===== src/rtl/fetch_unit_pkg.sv =====
// -----------------------------------------------------------------------------
// fetch_unit_pkg
//   Shared definitions for the instruction-fetch stage: reset PC, bus width,
//   fetch FSM state encodings and the redirect priority order.
// -----------------------------------------------------------------------------
package fetch_unit_pkg;

    localparam logic [31:0] RESET_PC = 32'hbfc0_0000;
    localparam int          BUS_AW   = 32;

    // Fetch FSM: ISSUE drives the address phase, WAIT waits for read data,
    // HOLD keeps a returned instruction while the pipeline is stalled.
    typedef enum logic [1:0] {
        ISSUE = 2'd0,
        WAIT  = 2'd1,
        HOLD  = 2'd2
    } fetchState_e;

    // Redirect sources.
    typedef enum logic [1:0] {
        REDIR_NONE          = 2'd0,
        REDIR_EXCEPTION     = 2'd1,
        REDIR_MISPREDICT    = 2'd2,
        REDIR_JUMP_CONFLICT = 2'd3
    } redirSrc_e;

    // Redirect priority: exception/eret > mispredict > jump conflict.
    function automatic redirSrc_e redirSelect(input logic exception,
                                              input logic mispredict,
                                              input logic jumpConflict);
        if (exception)    return REDIR_EXCEPTION;
        if (mispredict)   return REDIR_MISPREDICT;
        if (jumpConflict) return REDIR_JUMP_CONFLICT;
        return REDIR_NONE;
    endfunction

endpackage


===== src/rtl/fetch_unit_pc_next_sel.sv =====
// -----------------------------------------------------------------------------
// pc_next_sel
//   Combinational next-PC selection for the fetch stage.
//   Ports:
//     flush_exceptionM / pc_exceptionM         exception or eret redirect
//     flush_pred_failedM / pc_correctM         mispredict redirect
//     flush_jump_conflictE / pc_jumpE          jump-conflict redirect
//     pred_takeD / pc_branchD                  predicted-taken branch in D
//     jumpD / pc_jumpD                         jump in D
//     pcPlus4                                  sequential successor of pcF
//     redir                                    any redirect is active
//     pcNext                                   value pcF loads on redirect/advance
// -----------------------------------------------------------------------------
module pc_next_sel
    import fetch_unit_pkg::*;
(
    input  logic        flush_exceptionM,
    input  logic [31:0] pc_exceptionM,
    input  logic        flush_pred_failedM,
    input  logic [31:0] pc_correctM,
    input  logic        flush_jump_conflictE,
    input  logic [31:0] pc_jumpE,
    input  logic        pred_takeD,
    input  logic [31:0] pc_branchD,
    input  logic        jumpD,
    input  logic [31:0] pc_jumpD,
    input  logic [31:0] pcPlus4,
    output logic        redir,
    output logic [31:0] pcNext
);

    redirSrc_e redirSrc;

    assign redirSrc = redirSelect(flush_exceptionM, flush_pred_failedM,
                                  flush_jump_conflictE);
    assign redir    = (redirSrc != REDIR_NONE);

    // NOTE: every combinational output gets a default first, so no path
    // through the case can leave it unassigned and infer a latch.
    always_comb begin
        pcNext = pcPlus4;
        case (redirSrc)
            REDIR_EXCEPTION:     pcNext = pc_exceptionM;
            REDIR_MISPREDICT:    pcNext = pc_correctM;
            REDIR_JUMP_CONFLICT: pcNext = pc_jumpE;
            default: begin
                // D-stage targets take effect as the delay slot leaves F.
                if (jumpD)           pcNext = pc_jumpD;
                else if (pred_takeD) pcNext = pc_branchD;
            end
        endcase
    end

endmodule


===== src/rtl/fetch_unit.sv =====
// -----------------------------------------------------------------------------
// fetch_unit
//   Instruction-fetch stage of the 5-stage MIPS pipeline. Owns the PC, drives
//   an SRAM-like instruction bus (req / addr_ok / data_ok), holds a returned
//   instruction across stalls and discards stale responses after a redirect.
//   Ports:
//     clk, rst                       clock; asynchronous active-low reset
//     stallF                         hazard unit holds F
//     flush_* / pc_*                 redirect requests and targets (M/E stage)
//     pred_takeD, pc_branchD         predicted-taken branch in D
//     jumpD, pc_jumpD                jump in D
//     inst_req, inst_addr            bus request
//     inst_addr_ok, inst_data_ok,
//     inst_rdata                     bus responses
//     pcF, pc_plus4F                 fetch PC and its successor
//     instrF, inst_validF            fetched instruction (0 when not valid)
//     pc_errorF                      pcF is not word aligned
//     fetch_stallF                   F is not ready; stall request
// -----------------------------------------------------------------------------
module fetch_unit
    import fetch_unit_pkg::*;
#(
    parameter logic [31:0] RESET_PC = fetch_unit_pkg::RESET_PC,
    parameter int          BUS_AW   = fetch_unit_pkg::BUS_AW
) (
    input  logic              clk,
    input  logic              rst,
    input  logic              stallF,
    input  logic              flush_exceptionM,
    input  logic [31:0]       pc_exceptionM,
    input  logic              flush_pred_failedM,
    input  logic [31:0]       pc_correctM,
    input  logic              flush_jump_conflictE,
    input  logic [31:0]       pc_jumpE,
    input  logic              pred_takeD,
    input  logic [31:0]       pc_branchD,
    input  logic              jumpD,
    input  logic [31:0]       pc_jumpD,
    output logic              inst_req,
    output logic [BUS_AW-1:0] inst_addr,
    input  logic              inst_addr_ok,
    input  logic              inst_data_ok,
    input  logic [31:0]       inst_rdata,
    output logic [31:0]       pcF,
    output logic [31:0]       pc_plus4F,
    output logic [31:0]       instrF,
    output logic              inst_validF,
    output logic              pc_errorF,
    output logic              fetch_stallF
);

    fetchState_e stateQ, stateD;
    logic        discardQ, discardD;   // one stale response is still in flight
    logic [31:0] bufferQ, bufferD;     // instruction held across a stall
    logic        redir;
    logic        adv;
    logic [31:0] pcNext;

    assign pc_plus4F = pcF + 32'd4;    // wraps modulo 2^32
    assign pc_errorF = (pcF[1:0] != 2'b00);
    assign inst_addr = pcF[BUS_AW-1:0];

    pc_next_sel u_pc_next_sel (
        .flush_exceptionM     (flush_exceptionM),
        .pc_exceptionM        (pc_exceptionM),
        .flush_pred_failedM   (flush_pred_failedM),
        .pc_correctM          (pc_correctM),
        .flush_jump_conflictE (flush_jump_conflictE),
        .pc_jumpE             (pc_jumpE),
        .pred_takeD           (pred_takeD),
        .pc_branchD           (pc_branchD),
        .jumpD                (jumpD),
        .pc_jumpD             (pc_jumpD),
        .pcPlus4              (pc_plus4F),
        .redir                (redir),
        .pcNext               (pcNext)
    );

    assign adv          = inst_validF & ~stallF & ~redir;
    assign fetch_stallF = ~inst_validF & ~redir;

    always_comb begin
        stateD      = stateQ;
        discardD    = discardQ;
        bufferD     = bufferQ;
        inst_req    = 1'b0;
        inst_validF = 1'b0;
        instrF      = 32'd0;
        case (stateQ)
            ISSUE: begin
                // A redirect suppresses the request, so addr_ok can never
                // coincide with a PC change in this state.
                inst_req = rst & ~pc_errorF & ~redir;
                if (pc_errorF) begin
                    // Misaligned PC: deliver a zero word so the address error
                    // travels down the pipe with this PC.
                    inst_validF = 1'b1;
                end else if (inst_req && inst_addr_ok) begin
                    stateD = WAIT;
                end
            end
            WAIT: begin
                if (inst_data_ok) begin
                    if (discardQ) begin
                        discardD = 1'b0;
                        stateD   = ISSUE;
                    end else begin
                        inst_validF = 1'b1;
                        instrF      = inst_rdata;
                        if (stallF && !redir) begin
                            stateD  = HOLD;
                            bufferD = inst_rdata;
                        end else begin
                            stateD = ISSUE;
                        end
                    end
                end else if (redir) begin
                    // The response for the old PC is still coming; drop it.
                    discardD = 1'b1;
                end
            end
            HOLD: begin
                inst_validF = 1'b1;
                instrF      = bufferQ;
                if (!stallF || redir) stateD = ISSUE;
            end
            default: stateD = ISSUE;
        endcase
    end

    // NOTE: state registers use non-blocking assignments so every flop
    // samples pre-edge values regardless of statement order.
    always_ff @(posedge clk or negedge rst) begin
        if (!rst) begin
            stateQ   <= ISSUE;
            discardQ <= 1'b0;
            // NOTE: the buffer is only read in HOLD, but it is cleared on
            // reset anyway so instrF never shows X after reset.
            bufferQ  <= 32'd0;
            pcF      <= RESET_PC;
        end else begin
            stateQ   <= stateD;
            discardQ <= discardD;
            bufferQ  <= bufferD;
            if (redir || adv) pcF <= pcNext;
        end
    end

endmodule


===== config.mk =====
export PLATFORM = sky130hd
export DESIGN_NAME = fetch_unit
export DESIGN_NICKNAME = d
export VERILOG_FILES = /design/src/rtl/fetch_unit_pkg.sv /design/src/rtl/fetch_unit_pc_next_sel.sv /design/src/rtl/fetch_unit.sv
export SDC_FILE = /design/constraint.sdc
export NUM_CORES = 1
export LEC_CHECK = 0
export ABC_AREA = 1
export CAP_MARGIN = 30
export CORE_ASPECT_RATIO = 0.7
export CORE_UTILIZATION = 39
export CTS_CLUSTER_SIZE = 8
export DETAILED_ROUTE_END_ITERATION = 6
export PLACE_DENSITY_LB_ADDON = 0.2
export SYNTH_ARGS = -nofsm -noshare
export SYNTH_HDL_FRONTEND = slang
export SYNTH_SLANG_ARGS = --single-unit

===== constraint.sdc =====
create_clock -name clk -period 1.9 [get_ports clk]
set_input_delay 0.19 -clock clk [delete_from_list [all_inputs] [get_ports clk]]
set_output_delay 0.19 -clock clk [all_outputs]
set_load 0.01 [all_outputs]

Word level (Yosys, flattened, before mapping). Index checks and enable logic that the tools add are counted. Widths: inputs -> output; s select.

Bits in registers: 67. Input bits: 202. Word-level logic and storage cells: 69.

$add $sub $neg: 1. Eq/ne operators: 9. Multiplexer cells: 32. Bitwise operators: 10. Reductions and logical operators: 13.

Operators by type and width (count): $mux 32 (4); $pmux 32 s3 (1); $pmux 32 s2 (1); $add 32x3->32 const B (1); $mux 2 (12); $mux 1 (12); $ne 2x2->1 const B (4); $reduce_and 4->1 (2); $eq 2x2->1 const B (3); $pmux 2 s3 (1); $reduce_bool 2->1 (3); $and 1x1->1 (5); $not 1->1 (5); $eq 2x1->1 const B (2); $pmux 1 s3 (1); $logic_and 1x1->1 (2); $logic_not 1->1 (2); $logic_not 2->1 (1); $logic_or 1x1->1 (2); $reduce_and 2->1 (1).

Depth between registers and ports, before layout.
Depth in word-level cells: 14. Mapped depth: 13.

Hierarchy. From an unflattened synthesis, not the netlist that was laid out.

Cells, all modules: 1060. Area, all modules: 6236.0 um2.

By module, submodules not included: fetch_unit (times used 1, cells an instance 603, area an instance 4281.6 um2, sequential area each 1687.9 um2); pc_next_sel (times used 1, cells an instance 457, area an instance 1954.4 um2, sequential area each 0.0 um2).

Least setup slack after synthesis. OpenSTA, ideal clock, no wires.

Path kind: input -> register. From: in flush_exceptionM. To: reg bufferQ[0]. Setup time: 0.135 ns. Data arrival time: 1.860 ns. Required time: 1.765 ns. Slack: -0.094 ns. Stages: 10. Path buffers: 4. Path through: clkbuf_1 -> clkbuf_1 -> nor2_1 -> inv_1 -> ha_1 -> buf_2 -> nand2_1 -> nor3b_2 -> buf_2 -> o22ai_1.

Cells in the longest elaborated chain, start to end: 6.

Ends and longest elaborated chain: from (decl) (RTL line fetch_unit.sv:29) `input logic flush_exceptionM,`; $mux 1 (RTL line fetch_unit_pkg.sv:31) `if (exception) return REDIR_EXCEPTION;`; $mux 2 (RTL line fetch_unit_pkg.sv:32) `if (mispredict) return REDIR_MISPREDICT;`; $reduce_bool 2->1 (RTL line fetch_unit_pc_next_sel.sv:36) `assign redir = (redirSrc != REDIR_NONE);`; $logic_not 1->1 (RTL line fetch_unit.sv:110) `if (stallF && !redir) begin`; $logic_and 1x1->1 (RTL line fetch_unit.sv:110); $reduce_and 4->1 (no source line); to (signal assigned) (RTL line fetch_unit.sv:144) `bufferQ <= bufferD;`; to (decl) (RTL line fetch_unit.sv:54) `logic [31:0] bufferQ, bufferD;`.

No other way between the ends. A chain may end at the register's enable or synchronous reset.

Final worst setup path.
From: reg stateQ[1]. To: out instrF[21].

Cells in the longest elaborated chain, start to end: 2. Elaborated cells between the ends (all ways): 3. Classes of those cells: 2 x eq/ne; 1 x mux.

Ends and longest elaborated chain: from (decl) (RTL line fetch_unit.sv:52) `fetchState_e stateQ, stateD;`; from (signal assigned) (RTL line fetch_unit.sv:142) `stateQ <= stateD;`; $eq 2x2->1 or $eq 2x1->1 (tied branches) (RTL line fetch_unit.sv:89) `case (stateQ)`; $pmux 32 s2 * (RTL line fetch_unit.sv:89); to (decl) (RTL line fetch_unit.sv:46) `output logic [31:0] instrF,`.

Mark *: on every way between the ends. The rest lies on a longest branch, timed or not.

==> run_results.csv <==
group,metric,value,unit
floorplanning,die_x,147,µm
floorplanning,die_y,103,µm
power_and_ir_drop,swShare,0.402,
worst_setup_path,cp.arrival,1.86,ns
place,dp_hpwl,19.2,mm
cts,cts_hold_buf,0,
grt,grt_first_pass_wirelength,41.0,mm
route,ant_nets,0,
worst_setup_path,reg2reg_depth,10,
power_and_ir_drop,p_seq_frac,0.225,
grt,grt_pass1_vias,7744,
run_status,violations,"setup timing",
route,via_per_inst,5.39,
cts,htreeDepth,3,
worst_setup_path,worst_setup_path_start_kind,"flop",
logic_synthesis,synthArstFlopShare,1.00,
cts,cts_sinks,67,
power_and_ir_drop,p_total,10.8,mW
sta,layout_setup_ws,-0.150,ns
grt,grt_max_degree,68,
worst_setup_path,worstSetupEndpointType,"primary output",
logic_synthesis,avgSynthCellArea,6.53,µm²
logic_synthesis,synth_top_cell_by_area,"dfrtp_1",
floorplanning,row_count,36,
power_and_ir_drop,p_leak,5.47,nW
floorplanning,core,14100,µm²
logic_synthesis,synthMostInstantiatedCell,"nand2_1",
logic_synthesis,yosysSeqAreaShare,0.296,
final_layout,area_growth,108,%
cts,cts_made_buffers,9,
route,wire_per_inst,20.1,µm
cts,cts_root_buf,"clkbuf_16",
worst_setup_path,reg2reg_slack,-0.04,ns
logic_synthesis,synth_cells,874,
grt,grt_use_total,0.351,
worst_setup_path,cp_data_required_time,1.71,ns
sta,rsz0062_at_grt,"true",
logic_synthesis,synth-seq-cells,67,
route,drcViolationCount,0,
logic_synthesis,synthTopCellsByCount,"nand2_1, inv_1, a21oi_1",
logic_synthesis,syn_nets,1085,
worst_setup_path,cp_slowest_cell,"dfrtp_1",
logic_synthesis,synth_top_area_share,0.254,
cts,tritoncts,"yes",
worst_setup_path,r2r_start,"stateQ[1]",
run_status,status,"finished, violations left",
floorplanning,start_util,0.405,
final_layout,layout-drive-gt1-share,0.365,
worst_setup_path,cpPeakStageDelay,0.41,ns
sta,max-slew-margin-rel,0.372,
sta,min_period,2.05,ns
final_layout,fin_util,0.841,
worst_setup_path,crit_chain,"inv_2 -> ha_4 -> nand3_4 -> inv_6 -> buf_12 -> buf_16 -> nand2_4 -> a21oi_2 -> buf_2",
power_and_ir_drop,powerDensity,909,nW/µm²
cts,clk_pin_slew_worst_paths,0.06,ns
cts,clockBufferDepth,2,
worst_setup_path,worstSetupPathType,"flop to primary output",
sta,setup_violations,50,
grt,antenna_found_initial,0,
sta,fin_crit_sh,1.08,
power_and_ir_drop,p_sw,4.33,mW
route,drt_iter0_markers,526,
place,pre_cts_slack,-0.514,ns
min_path,min_path_type,"input port to asynchronous set/reset pin",
power_and_ir_drop,max-vdd-ir-drop,0.559,mV
place,gp_congestion,0.881,
sta,slew_viol_final,0,
logic_synthesis,synth_edf_count,0,
route,routed-via-count,8259,
logic_synthesis,synth.distinct_cells,32,
place,port_buffers,333,
run,cap_violations,0,
worst_setup_path,r2r-end,"inst_addr[15]",
route,first_pass_iters,6,
route,totalWireLength,30.7,mm
power_and_ir_drop,power.internal,6.45,mW
sta,tightestPinTransition,0.943,ns
floorplanning,ios,334,
sta,finClkSkew,0.0101,ns
worst_setup_path,crit_path_max_fanout,8,
logic_synthesis,synthTopCellsByArea,"dfrtp_1, nand2_1, a221oi_1",
logic_synthesis,yosys_warnings,0,
floorplanning,dieArea,15100,µm²
sta,fmax,0.488,GHz
power_and_ir_drop,combPwrFrac,0.597,
final_layout,nets,1547,
final_layout,n_antenna_cell,0,
cts,insertion_delay,0.34,ns
power_and_ir_drop,p_clk_frac,0.178,
sta,hold_viol,0,
logic_synthesis,synth-main-ff-cell,"dfrtp_1",
logic_synthesis,syn_area,5700,µm²
grt,grt_overflow,0,
## worst max-delay path by stage
stage,start,end,slack (ns),depth (start not counted)
after floorplan,flush_exceptionM,inst_addr[17],0.0002,12
after global placement,flush_jump_conflictE,inst_addr[16],-0.52,12
after detailed placement,flush_jump_conflictE,inst_addr[16],-0.51,12
after CTS,inst_addr[3],pc_plus4F[21],-0.11,10
after global routing,stateQ[1],instrF[0],-0.20,9
final,stateQ[1],instrF[21],-0.15,9
## sequential cells by signal, summed over array words and instances (netlist names)
signal	cells
bufferQ	32
inst_addr	32
stateQ	2
discardQ	1
## final cells by class
class                   instances  area (µm²)
well taps                     190         238
clock inverters                 6        95.1
inverters                      73         298
flip-flops and latches         67        1690
fillers                       876        2240
clock buffers                  10         239
multi-input cells             650        4130
repair buffers                535        5160
## worst max-delay path: cells and delay by family (launching register included)
kind | cells | cell delay (ns)
flip-flops | 1 | 0.41
adder cells (fa/ha/maj) | 1 | 0.15
buffers and inverters | 5 | 0.65
AND/OR/NAND/NOR | 2 | 0.16
AO/OA/AOI/OAI | 1 | 0.15
## routing by layer
layer / vias up / global-route usage / share of wire / routed length [µm]
li1: 3742 / - / - / -
met1: 3927 / 0.454 / 0.40 / 12400
met2: 486 / 0.573 / 0.46 / 14300
met3: 104 / 0.0895 / 0.092 / 2820
met4: 0 / 0.131 / 0.040 / 1230
met5: - / 0 / 0 / 0
## cell usage in the layout, fill, tap and decap left out, types with 7 or more instances in the layout
cell type,count
dfstp_2,9
buf_12,16
clkdlybuf4s50_1,262
inv_1,62
a221oi_1,37
xor2_2,9
o22ai_1,32
nand2_1,299
clkbuf_16,19
buf_2,47
dfrtp_1,53
buf_4,155
nor2_2,17
nand2_4,32
nor2_1,19
buf_6,31
a21oi_1,21
nand3_1,23
a21oi_2,36
a221oi_2,7
o21ai_0,11
nor2_4,20
nand2_2,36
## power groups by stage
stage | sequential (mW) | clock [mW] | combinational (mW)
floorplan | 2.47 | 0 | 2.05
global placement | 2.35 | 0 | 4.78
detailed placement | 2.36 | 0 | 4.87
CTS | 2.37 | 1.90 | 5.26
global route | 2.48 | 1.97 | 6.77
finish | 2.43 | 1.91 | 6.44
## repair_timing
| action | in CTS | in global routing |
|---|---|---|
| gates resized for setup | 317 | 214 |
| endpoints found under the hold margin | 0 | 0 |
| setup endpoints to repair | 65 | 126 |
| gates cloned | 5 | 10 |
| pin swaps | 38 | 55 |
| setup buffers | 32 | 26 |
## cell families (layout without fill, tap and decap cells)
kind of cell             after synthesis  after routing  share of synthesized area
AO/OA/AOI/OAI                        160            160                      0.182
XOR/XNOR                              15             15                     0.0309
AND/OR/NAND/NOR                      466            466                      0.340
adder cells (fa/ha/maj)                9              9                     0.0197
buffers and inverters                157            624                      0.132
flip-flops                            67             67                      0.296
## stage by stage
stage | hold WS, ns | TNS, ns | instances | instance area [µm²]
2_1_floorplan | -0.106 | 0 | 874 | 5710
3_3_place_gp | 0.490 | -20.47 | 1448 | 9950
3_5_place_dp | 0.500 | -24.10 | 1448 | 9950
4_1_cts | 0.148 | -1.09 | 1501 | 10700
5_1_grt | 0.183 | -7.56 | 1531 | 11900
6_report | 0.114 | -3.73 | 1531 | 11900
Power figures use the tool's default switching activity.
